==> config.mk <==
export PLATFORM = sky130hd
export DESIGN_NAME = cmp_sort_engine
export DESIGN_NICKNAME = d
export VERILOG_FILES = /design/src/rtl/cmp_pkg.sv /design/src/rtl/cmp_sort_engine_cmp.sv /design/src/rtl/cmp_sort_engine.sv
export SDC_FILE = /design/constraint.sdc
export NUM_CORES = 1
export LEC_CHECK = 0
export CELL_PAD_IN_SITES_DETAIL_PLACEMENT = 0
export CELL_PAD_IN_SITES_GLOBAL_PLACEMENT = 1
export CORE_ASPECT_RATIO = 0.6
export CORE_MARGIN = 1
export CORE_UTILIZATION = 48
export CTS_CLUSTER_SIZE = 25
export DETAILED_ROUTE_END_ITERATION = 10
export GPL_ROUTABILITY_DRIVEN = 0
export HOLD_SLACK_MARGIN = 0.03
export PLACE_DENSITY = 0.78
export SLEW_MARGIN = 15
export SYNTH_ARGS = -nofsm -noshare
export SYNTH_HDL_FRONTEND = slang
export SYNTH_SLANG_ARGS = --single-unit
==> constraint.sdc <==
create_clock -name clk -period 5 [get_ports clk]
set_clock_uncertainty 0.2 [all_clocks]
set_input_delay 0.75 -clock clk [delete_from_list [all_inputs] [get_ports clk]]
set_output_delay 0.75 -clock clk [all_outputs]
set_load 0.01 [all_outputs]
==> src/rtl/cmp_pkg.sv <==
// cmp_pkg: shared comparator-datapath constants, FSM state encoding and saturating counter helper
//  CW       data width of the comparator cell
//  SWAP_MAX ceiling of the swap counter
//  state_t  sort-engine FSM states
package cmp_pkg;
   localparam int CW       = 4;
   localparam int SWAP_MAX = 255;
   typedef enum logic [1:0] {
      IDLE   = 2'd0,
      LOAD   = 2'd1,
      SORT   = 2'd2,
      UNLOAD = 2'd3
   } state_t;
   function automatic logic [7:0] sat_inc(input logic [7:0] v);
      return (v == 8'(SWAP_MAX)) ? v : v + 8'd1;
   endfunction
endpackage

==> src/rtl/cmp_sort_engine_cmp.sv <==
// cmp_sort_engine_cmp: 4-bit magnitude comparator cell
//  a3..a0    in   word A, a3 is the MSB
//  b3..b0    in   word B, b3 is the MSB
//  a_bigger  out  A > B
//  b_bigger  out  B > A
//  equal     out  A == B
module cmp_sort_engine_cmp (
   input  logic a3,
   input  logic a2,
   input  logic a1,
   input  logic a0,
   input  logic b3,
   input  logic b2,
   input  logic b1,
   input  logic b0,
   output logic a_bigger,
   output logic b_bigger,
   output logic equal
);
   logic [3:0] w_a;
   logic [3:0] w_b;
   assign w_a      = {a3, a2, a1, a0};
   assign w_b      = {b3, b2, b1, b0};
   assign a_bigger = w_a > w_b;
   assign b_bigger = w_b > w_a;
   assign equal    = w_a == w_b;
endmodule

==> src/rtl/cmp_sort_engine.sv <==
// cmp_sort_engine: buffers up to DEPTH 4-bit words and bubble-sorts them with one comparator cell
//  clk        in   clock, rising edge
//  rst        in   asynchronous active-high reset
//  in_valid   in   in_data valid
//  in_ready   out  a word is accepted this cycle
//  in_data    in   word to load
//  start      in   pulse: sort the loaded words
//  busy       out  sorting or unloading
//  out_valid  out  out_data valid
//  out_ready  in   downstream accepts out_data
//  out_data   out  sorted word
//  out_last   out  final word of the batch
//  swaps      out  swaps made by the last sort, saturating
module cmp_sort_engine
   import cmp_pkg::*;
#(
   parameter int DEPTH  = 8,
   parameter bit ASCEND = 1'b1
) (
   input  logic          clk,
   input  logic          rst,
   input  logic          in_valid,
   output logic          in_ready,
   input  logic [CW-1:0] in_data,
   input  logic          start,
   output logic          busy,
   output logic          out_valid,
   input  logic          out_ready,
   output logic [CW-1:0] out_data,
   output logic          out_last,
   output logic [7:0]    swaps
);
   localparam int IW = $clog2(DEPTH);
   localparam int NW = $clog2(DEPTH + 1);
   state_t          r_state;
   state_t          w_next;
   logic [CW-1:0]   r_buf [DEPTH];
   logic [NW-1:0]   r_count;
   logic [NW-1:0]   r_pass;
   logic [IW-1:0]   r_i;
   logic [IW-1:0]   r_j;
   logic            r_pass_swap;
   logic [7:0]      r_swaps;
   logic [IW-1:0]   w_i1;
   logic [CW-1:0]   w_a;
   logic [CW-1:0]   w_b;
   logic            w_a_bigger;
   logic            w_b_bigger;
   logic            w_equal;
   logic            w_in_xfer;
   logic            w_out_xfer;
   logic            w_multi;
   logic [NW-1:0]   w_cnt_m1;
   logic            w_swap;
   logic            w_pass_end;
   logic            w_pass_any;
   logic            w_sort_done;
   logic            w_start_go;
   logic            w_last;
   assign w_i1       = r_i + IW'(1);
   assign w_a        = r_buf[r_i];
   assign w_b        = r_buf[w_i1];
   assign w_in_xfer  = in_valid & in_ready;
   assign w_out_xfer = out_valid & out_ready;
   assign w_cnt_m1   = r_count - NW'(1);
   assign w_multi    = r_count > NW'(1);
   // equal words never swap, which keeps the sort stable
   assign w_swap     = (r_state == SORT) & w_multi & ~w_equal & (ASCEND ? w_a_bigger : w_b_bigger);
   // a single-word batch has no pair to compare, so its only SORT cycle ends the pass
   assign w_pass_end = ~w_multi | (NW'(w_i1) == w_cnt_m1);
   assign w_pass_any = r_pass_swap | w_swap;
   assign w_sort_done = w_pass_end & (~w_pass_any | ((r_pass + NW'(1)) == w_cnt_m1));
   // a word arriving together with start belongs to this batch
   assign w_start_go = start & ((r_count != '0) | w_in_xfer);
   assign w_last     = NW'(r_j) == w_cnt_m1;
   assign in_ready   = ((r_state == IDLE) | (r_state == LOAD)) & (r_count < NW'(DEPTH));
   assign busy       = (r_state == SORT) | (r_state == UNLOAD);
   assign out_valid  = r_state == UNLOAD;
   assign out_last   = out_valid & w_last;
   assign out_data   = out_valid ? r_buf[r_j] : '0;
   assign swaps      = r_swaps;
   cmp_sort_engine_cmp u_cmp (
      .a3       (w_a[3]),
      .a2       (w_a[2]),
      .a1       (w_a[1]),
      .a0       (w_a[0]),
      .b3       (w_b[3]),
      .b2       (w_b[2]),
      .b1       (w_b[1]),
      .b0       (w_b[0]),
      .a_bigger (w_a_bigger),
      .b_bigger (w_b_bigger),
      .equal    (w_equal)
   );
   always_ff @(posedge clk or posedge rst) begin
      if (rst) r_state <= IDLE;
      else     r_state <= w_next;
   end
   always_comb begin
      w_next = r_state;
      case (r_state)
         IDLE, LOAD: w_next = w_start_go ? SORT : (w_in_xfer ? LOAD : r_state);
         SORT:       w_next = w_sort_done ? UNLOAD : SORT;
         UNLOAD:     w_next = (w_out_xfer & w_last) ? IDLE : UNLOAD;
         default:    w_next = IDLE;
      endcase
   end
   always_ff @(posedge clk or posedge rst) begin
      if (rst) begin
         r_count     <= '0;
         r_pass      <= '0;
         r_i         <= '0;
         r_j         <= '0;
         r_pass_swap <= 1'b0;
         r_swaps     <= '0;
      end else begin
         if (w_in_xfer) r_count <= r_count + NW'(1);
         if (r_state != SORT && w_next == SORT) begin
            r_i         <= '0;
            r_pass      <= '0;
            r_pass_swap <= 1'b0;
            r_swaps     <= '0;
         end else if (r_state == SORT) begin
            if (w_swap) r_swaps <= sat_inc(r_swaps);
            r_i         <= w_pass_end ? '0 : w_i1;
            r_pass      <= w_pass_end ? r_pass + NW'(1) : r_pass;
            r_pass_swap <= w_pass_end ? 1'b0 : w_pass_any;
            if (w_sort_done) r_j <= '0;
         end
         if (r_state == UNLOAD && w_out_xfer) begin
            r_j <= w_last ? '0 : r_j + IW'(1);
            if (w_last) r_count <= '0;
         end
      end
   end
   // buffer contents are don't-care after reset, so it carries no reset
   always_ff @(posedge clk) begin
      if (w_in_xfer) r_buf[r_count[IW-1:0]] <= in_data;
      if (w_swap) begin
         r_buf[r_i]  <= w_b;
         r_buf[w_i1] <= w_a;
      end
   end
endmodule

# Word level (Yosys, flattened, before mapping)
# Memory sizes are Yosys's and may differ from the RTL's.
# Index checks and enable logic that the tools add are counted.
[word_totals]
reg_bits = 25
latchBits = 0
ramBits = 32
rom_bits = 0
out_inout_bits = 16
wordCells = 96
mem_count = 1
[memory_table]
columns = ["name", "words", "width", "read_ports", "rd_ports_with_merged_regs", "wr", "line_no", "rtl"]
rows = [
  ["r_buf", 8, 4, 3, 0, 2, "cmp_sort_engine.sv:37", "logic [CW-1:0] r_buf [DEPTH];"],
]
[op_classes]
n_addsub = 6
multipliers = 0
n_div = 0
order_cmp = 3
eq_ne = 12
n_shift = 0
n_mux = 34
bitwise_logic = 19
reduce_logical = 14
[ops]
columns = ["cell", "count"]
rows = [
  ["4-bit two-way mux", 8],
  ["8-bit two-way mux", 4],
  ["3-bit two-way mux", 9],
  ["1-bit AND", 10],
  ["2-bit nonzero test", 5],
  ["1-bit two-way mux", 9],
  ["4-bit by 1-bit adder with 4-bit output (second input constant)", 2],
  ["8-bit by 1-bit adder with 8-bit output (second input constant)", 1],
  ["3-bit by 4-bit equality test with 1-bit output", 2],
  ["4-bit equality test", 2],
  ["8-bit equality test (second input constant)", 1],
  ["3-bit by 1-bit adder with 3-bit output (second input constant)", 2],
  ["2-bit equality test (second input constant)", 3],
  ["2-bit two-way mux", 3],
  ["1-bit bitwise OR", 6],
  ["2-bit case mux with 3 select lines", 1],
  ["3-bit AND reduction", 2],
  ["4-bit by 1-bit > comparator with 1-bit output (second input constant)", 1],
  ["4-bit > comparator", 1],
  ["4-bit less-than comparator (second input constant)", 1],
  ["2-bit inequality test (second input constant)", 2],
  ["4-bit nonzero test", 1],
  ["4-bit OR reduction", 1],
  ["4-bit by 1-bit subtractor with 4-bit output (second input constant)", 1],
  ["other kinds (7)", 10],
]

# Longest topological paths before layout
# An unclocked memory read counts as a cell.
[depth]
ltp_word = 16
mapped_depth = 12

# Modules after synthesis
# A second synthesis with hierarchy kept.
[hier_totals]
hier_cells = 345
area_unflattened_um2 = 3997.6
[modules_own_cells]
columns = ["mod", "n_inst", "cells_per_inst", "area_each_um2"]
rows = [
  ["cmp_sort_engine", 1, 329, 3868.7],
  ["cmp_sort_engine_cmp", 1, 16, 128.9],
]

# Worst setup path after synthesis
# OpenSTA, ideal clock, no wires.
[synth_timing]
path_type = "register to register"
start = "register r_i[0]"
end = "memory r_buf[3][0], enable pin"
setup_time_ps = 339
t_arrival_ps = 3300
required_time_ps = 4461
slack_ps = 1160
stages_incl_launch_ff = 12
n_path_buf = 2
period_less_slack_ps = 3840
cell_sequence = "dfrtp_1 -> ha_1 -> xnor2_2 -> mux4_2 -> buf_6 -> ha_1 -> nor2b_1 -> o211ai_1 -> a21o_1 -> buf_2 -> o22ai_1 -> a21oi_1"
[synth_rtl]
columns = ["item", "line_no", "rtl"]
rows = [
  ["from (decl)", "cmp_sort_engine.sv:40", "logic [IW-1:0] r_i;"],
  ["from (signal assigned)", "cmp_sort_engine.sv:125", "r_i <= w_pass_end ? '0 : w_i1;"],
  ["to (decl)", "cmp_sort_engine.sv:37", ""],
]

==> flow_summary.html <==
<table>
<tr><th>Metric</th><th>Value</th></tr>
<tr><th colspan="2">Status</th></tr>
<tr><td>Result of the run</td><td>complete, no violations</td></tr>
<tr><th colspan="2">Run</th></tr>
<tr><td>Number of max-cap violations</td><td>0</td></tr>
<tr><th colspan="2">Drt</th></tr>
<tr><td>Initial DRC Count</td><td>313</td></tr>
<tr><td>Detailed Route WL</td><td>12.2 mm</td></tr>
<tr><td>WL/cell</td><td>22.3 µm</td></tr>
<tr><td>Pre-antenna DRT Iters</td><td>4</td></tr>
<tr><td>Number of remaining DRC errors</td><td>0</td></tr>
<tr><td>Remaining antenna violation count</td><td>0</td></tr>
<tr><td>Number of vias after detailed routing</td><td>3477</td></tr>
<tr><td>Via density per instance</td><td>6.34</td></tr>
<tr><th colspan="2">Clock tree</th></tr>
<tr><td>Buffer depth of the longest clock path</td><td>2</td></tr>
<tr><td>Post-CTS setup buffer count</td><td>0</td></tr>
<tr><td>TritonCTS clock tree</td><td>built</td></tr>
<tr><td>Number of levels the H-tree was split into</td><td>3</td></tr>
<tr><td>Number of hold-repair buffers added at the cts stage</td><td>0</td></tr>
<tr><td>Clock root cell</td><td>sky130_fd_sc_hd__clkbuf_16</td></tr>
<tr><td>Clock-pin slew on the worst setup and hold paths</td><td>0.05 ns</td></tr>
<tr><td>Clock sink count</td><td>57</td></tr>
<tr><td>Clock buffers created by TritonCTS</td><td>9</td></tr>
<tr><td>Clock latency on the worst-skew pair</td><td>0.34 ns</td></tr>
<tr><td>Post-CTS sizing</td><td>0</td></tr>
<tr><th colspan="2">Die</th></tr>
<tr><td>Core box area</td><td>0.00856 mm²</td></tr>
<tr><td>Number of top-level design ports</td><td>25</td></tr>
<tr><td>Chip Height</td><td>75.0 µm</td></tr>
<tr><td>Total Die Area</td><td>0.00928 mm²</td></tr>
<tr><td>Row count</td><td>26</td></tr>
<tr><td>Initial core utilization</td><td>0.498</td></tr>
<tr><td>Horizontal extent of the die</td><td>124 µm</td></tr>
<tr><th colspan="2">Yosys</th></tr>
<tr><td>Synth Area per Inst</td><td>10.3 µm²</td></tr>
<tr><td>Top-area cell type share of the netlist area</td><td>0.225</td></tr>
<tr><td>Cell accounting for the most synthesized area</td><td>sky130_fd_sc_hd__edfxtp_1</td></tr>
<tr><td>Sequential area share after synthesis</td><td>0.372</td></tr>
<tr><td>Number of distinct library cell variants in the gate-level netlist after synthesis</td><td>59</td></tr>
<tr><td>Synthesis Warnings</td><td>0</td></tr>
<tr><td>Post-synthesis register bit count</td><td>57</td></tr>
<tr><td>Post-synthesis instance area</td><td>0.00426 mm²</td></tr>
<tr><td>Async S/R FF share, synth</td><td>0.439</td></tr>
<tr><td>Prevailing post-synth register cell</td><td>sky130_fd_sc_hd__edfxtp_1</td></tr>
<tr><td>EDFF count, synth</td><td>32</td></tr>
<tr><td>Synthesized instance count</td><td>414</td></tr>
<tr><td>Top cells by area in the synthesized netlist</td><td>sky130_fd_sc_hd__edfxtp_1 (23%), sky130_fd_sc_hd__dfrtp_1 (15%), sky130_fd_sc_hd__mux4_2 (6.3%)</td></tr>
<tr><td>Synthesized netlist net count</td><td>434</td></tr>
<tr><th colspan="2">Timing</th></tr>
<tr><td>Transition time of the tightest slew-check pin</td><td>0.951 ns</td></tr>
<tr><td>Post-Route Setup TNS</td><td>0 ns</td></tr>
<tr><td>Share of the cycle needed by the critical path after routing</td><td>0.878</td></tr>
<tr><td>Remaining max-slew budget at the tightest pin</td><td>0.362</td></tr>
<tr><td>Post-route setup slack</td><td>0.608 ns</td></tr>
<tr><td>Number of endpoints failing setup at the final stage</td><td>0</td></tr>
<tr><td>Max-slew violation total from the final report</td><td>0</td></tr>
<tr><td>Final Hold Viols</td><td>0</td></tr>
<tr><td>Unrepaired setup endpoints after global routing</td><td>no</td></tr>
<tr><td>FMAX</td><td>228 MHz</td></tr>
<tr><td>Minimum clock period</td><td>4.39 ns</td></tr>
<tr><th colspan="2">GRT</th></tr>
<tr><td>Pin count of the biggest net entering global routing</td><td>39</td></tr>
<tr><td>Global Route Usage Sum</td><td>0.291</td></tr>
<tr><td>Number of antenna violations at the first check in global routing</td><td>0</td></tr>
<tr><td>Via count of the first global-routing pass</td><td>3170</td></tr>
<tr><td>Global-route wire length before repair</td><td>18.9 mm</td></tr>
<tr><td>Total congestion overflow after global routing</td><td>0</td></tr>
<tr><th colspan="2">Worst setup path</th></tr>
<tr><td>Most frequent cell on the critical path</td><td>sky130_fd_sc_hd__a21oi_1</td></tr>
<tr><td>Critical path endpoint category</td><td>register</td></tr>
<tr><td>Critical Setup Path Class</td><td>register to register</td></tr>
<tr><td>Data arrival, critical path</td><td>4.18 ns</td></tr>
<tr><td>Crit Reg-Reg Startpoint</td><td>r_i[2]</td></tr>
<tr><td>Crit-path max cell delay</td><td>0.75 ns</td></tr>
<tr><td>Crit path launch</td><td>r_i[2]</td></tr>
<tr><td>Crit path required time</td><td>4.79 ns</td></tr>
<tr><td>Worst Path Max Fanout</td><td>17</td></tr>
<tr><td>Startpoint Class</td><td>register</td></tr>
<tr><td>Series of cell instances along the critical path</td><td>xnor2_2 &gt; mux4_2 &gt; ha_1 &gt; a21oi_1 &gt; a21o_1 &gt; o21ai_0 &gt; a21oi_1</td></tr>
<tr><td>Cell with the largest stage delay on the worst path</td><td>sky130_fd_sc_hd__mux4_2</td></tr>
<tr><th colspan="2">Layout</th></tr>
<tr><td>Area delta synth-&gt;final</td><td>12.5%</td></tr>
<tr><td>Final instance area</td><td>0.00480 mm²</td></tr>
<tr><td>Antenna diode instance count</td><td>0</td></tr>
<tr><td>Final cell count without fillers</td><td>548</td></tr>
<tr><td>Final net count</td><td>451</td></tr>
<tr><td>Number of fill cells in the layout</td><td>753</td></tr>
<tr><td>Share of cells above drive strength 1</td><td>0.128</td></tr>
<tr><th colspan="2">Place</th></tr>
<tr><td>Area after DPL</td><td>0.00451 mm²</td></tr>
<tr><td>Placed cell count</td><td>532</td></tr>
<tr><td>Detailed Place HPWL</td><td>8.82 mm</td></tr>
<tr><td>Port-buffer cells</td><td>24</td></tr>
<tr><td>Post-placement worst setup slack</td><td>0.653 ns</td></tr>
<tr><th colspan="2">Hold path</th></tr>
<tr><td>Hold path start</td><td>r_pass_swap</td></tr>
<tr><td>Min-Delay Path Class</td><td>register to register</td></tr>
</table>
==> registers in the layout, summed over array words and instances, names as in the netlist <==
name and cells:
r_count 4, swaps 8, r_pass_swap 1, r_j 3, r_i 3, r_state 2
r_pass 4, r_buf 32
==> path summary, 6_finish.rpt <==
kind                                to  cells past startpoint  slack, ns
max in group asynchronous  r_pass_swap                      2       3.54
max reg2reg                r_buf[2][1]                      7       0.61
min                        r_pass_swap                      1       0.30
min in group asynchronous     swaps[6]                      2       0.62
max                        r_buf[2][1]                      7       0.61
min reg2reg                r_pass_swap                      1       0.30
==> layout make-up <==
cell class	count	area, µm²	area share
clock buffers	11	233	0.0485
clock inverters	5	56.3	0.0117
inverters	10	37.5	0.00782
multi-input cells	319	2420	0.504
flip-flops and latches	57	1590	0.331
well taps	112	140	0.0292
repair buffers	34	328	0.0683
==> through the flow <==
stage | hold slack (ns) | utilization
after global routing | 0.333 | 0.561
after detailed placement | 0.289 | 0.527
final | 0.303 | 0.561
after floorplan | 0.266 | -
after global placement | 0.280 | 0.527
after CTS | 0.304 | 0.561
==> metal layers <==
| metal | up-vias | global-route usage | routed length (µm) |
|---|---|---|---|
| met3 | 12 | 0.132 | 1460 |
| met4 | 0 | 0.0696 | 113 |
| met1 | 1703 | 0.426 | 5890 |
| met5 | - | 0 | 0 |
| li1 | 1591 | - | - |
| met2 | 171 | 0.385 | 4750 |
==> cell families after synthesis <==
family / share of synthesized area
AO/OA/AOI/OAI: 0.180
XOR/XNOR: 0.0478
adder cells (fa/ha/maj): 0.0323
buffers and inverters: 0.0619
flip-flops: 0.372
multiplexers: 0.185
AND/OR/NAND/NOR: 0.121
==> synthesized netlist by cell type (3+ instances only) <==
cell type and instances:
sky130_fd_sc_hd__nor3b_1 4, sky130_fd_sc_hd__a21oi_1 43, sky130_fd_sc_hd__clkbuf_1 8, sky130_fd_sc_hd__mux2i_1 25, sky130_fd_sc_hd__inv_1 9, sky130_fd_sc_hd__o22ai_1 6, sky130_fd_sc_hd__a31oi_1 9, sky130_fd_sc_hd__a21o_1 3
sky130_fd_sc_hd__ha_1 11, sky130_fd_sc_hd__xnor2_1 8, sky130_fd_sc_hd__buf_2 8, sky130_fd_sc_hd__buf_6 4, sky130_fd_sc_hd__dfrtp_1 25, sky130_fd_sc_hd__edfxtp_1 32, sky130_fd_sc_hd__o21ai_0 29, sky130_fd_sc_hd__nand2_1 54
sky130_fd_sc_hd__mux4_1 8, sky130_fd_sc_hd__nor2b_1 5, sky130_fd_sc_hd__xor2_1 7, sky130_fd_sc_hd__nor3_1 3, sky130_fd_sc_hd__mux4_2 12, sky130_fd_sc_hd__mux2_2 3, sky130_fd_sc_hd__o21ai_1 18, sky130_fd_sc_hd__nand3_1 8
sky130_fd_sc_hd__nand4_1 3, sky130_fd_sc_hd__clkbuf_8 5, sky130_fd_sc_hd__nor2_1 22
==> critical path, delay by kind of cell, from the launching register on <==
family	cells	cell delay (ns)
XOR/XNOR	1	0.59
multiplexers	1	0.75
adder cells (fa/ha/maj)	1	0.37
AO/OA/AOI/OAI	4	1.52
flip-flops	1	0.58
==> placed cells by master, fill, tap and decap left out, types with 12 or more instances in the layout <==
cell and count:
sky130_fd_sc_hd__clkdlybuf4s50_1 24, sky130_fd_sc_hd__a21oi_1 42, sky130_fd_sc_hd__nand2_1 54, sky130_fd_sc_hd__o21ai_0 29
sky130_fd_sc_hd__o21ai_1 18, sky130_fd_sc_hd__nor2_1 22, sky130_fd_sc_hd__mux4_2 12, sky130_fd_sc_hd__edfxtp_1 32
sky130_fd_sc_hd__mux2i_1 25, sky130_fd_sc_hd__dfrtp_1 25
Power is left out: the tool's default activity adds up to more than one toggle a clock period on the data nets, which glitch-free logic cannot reach.
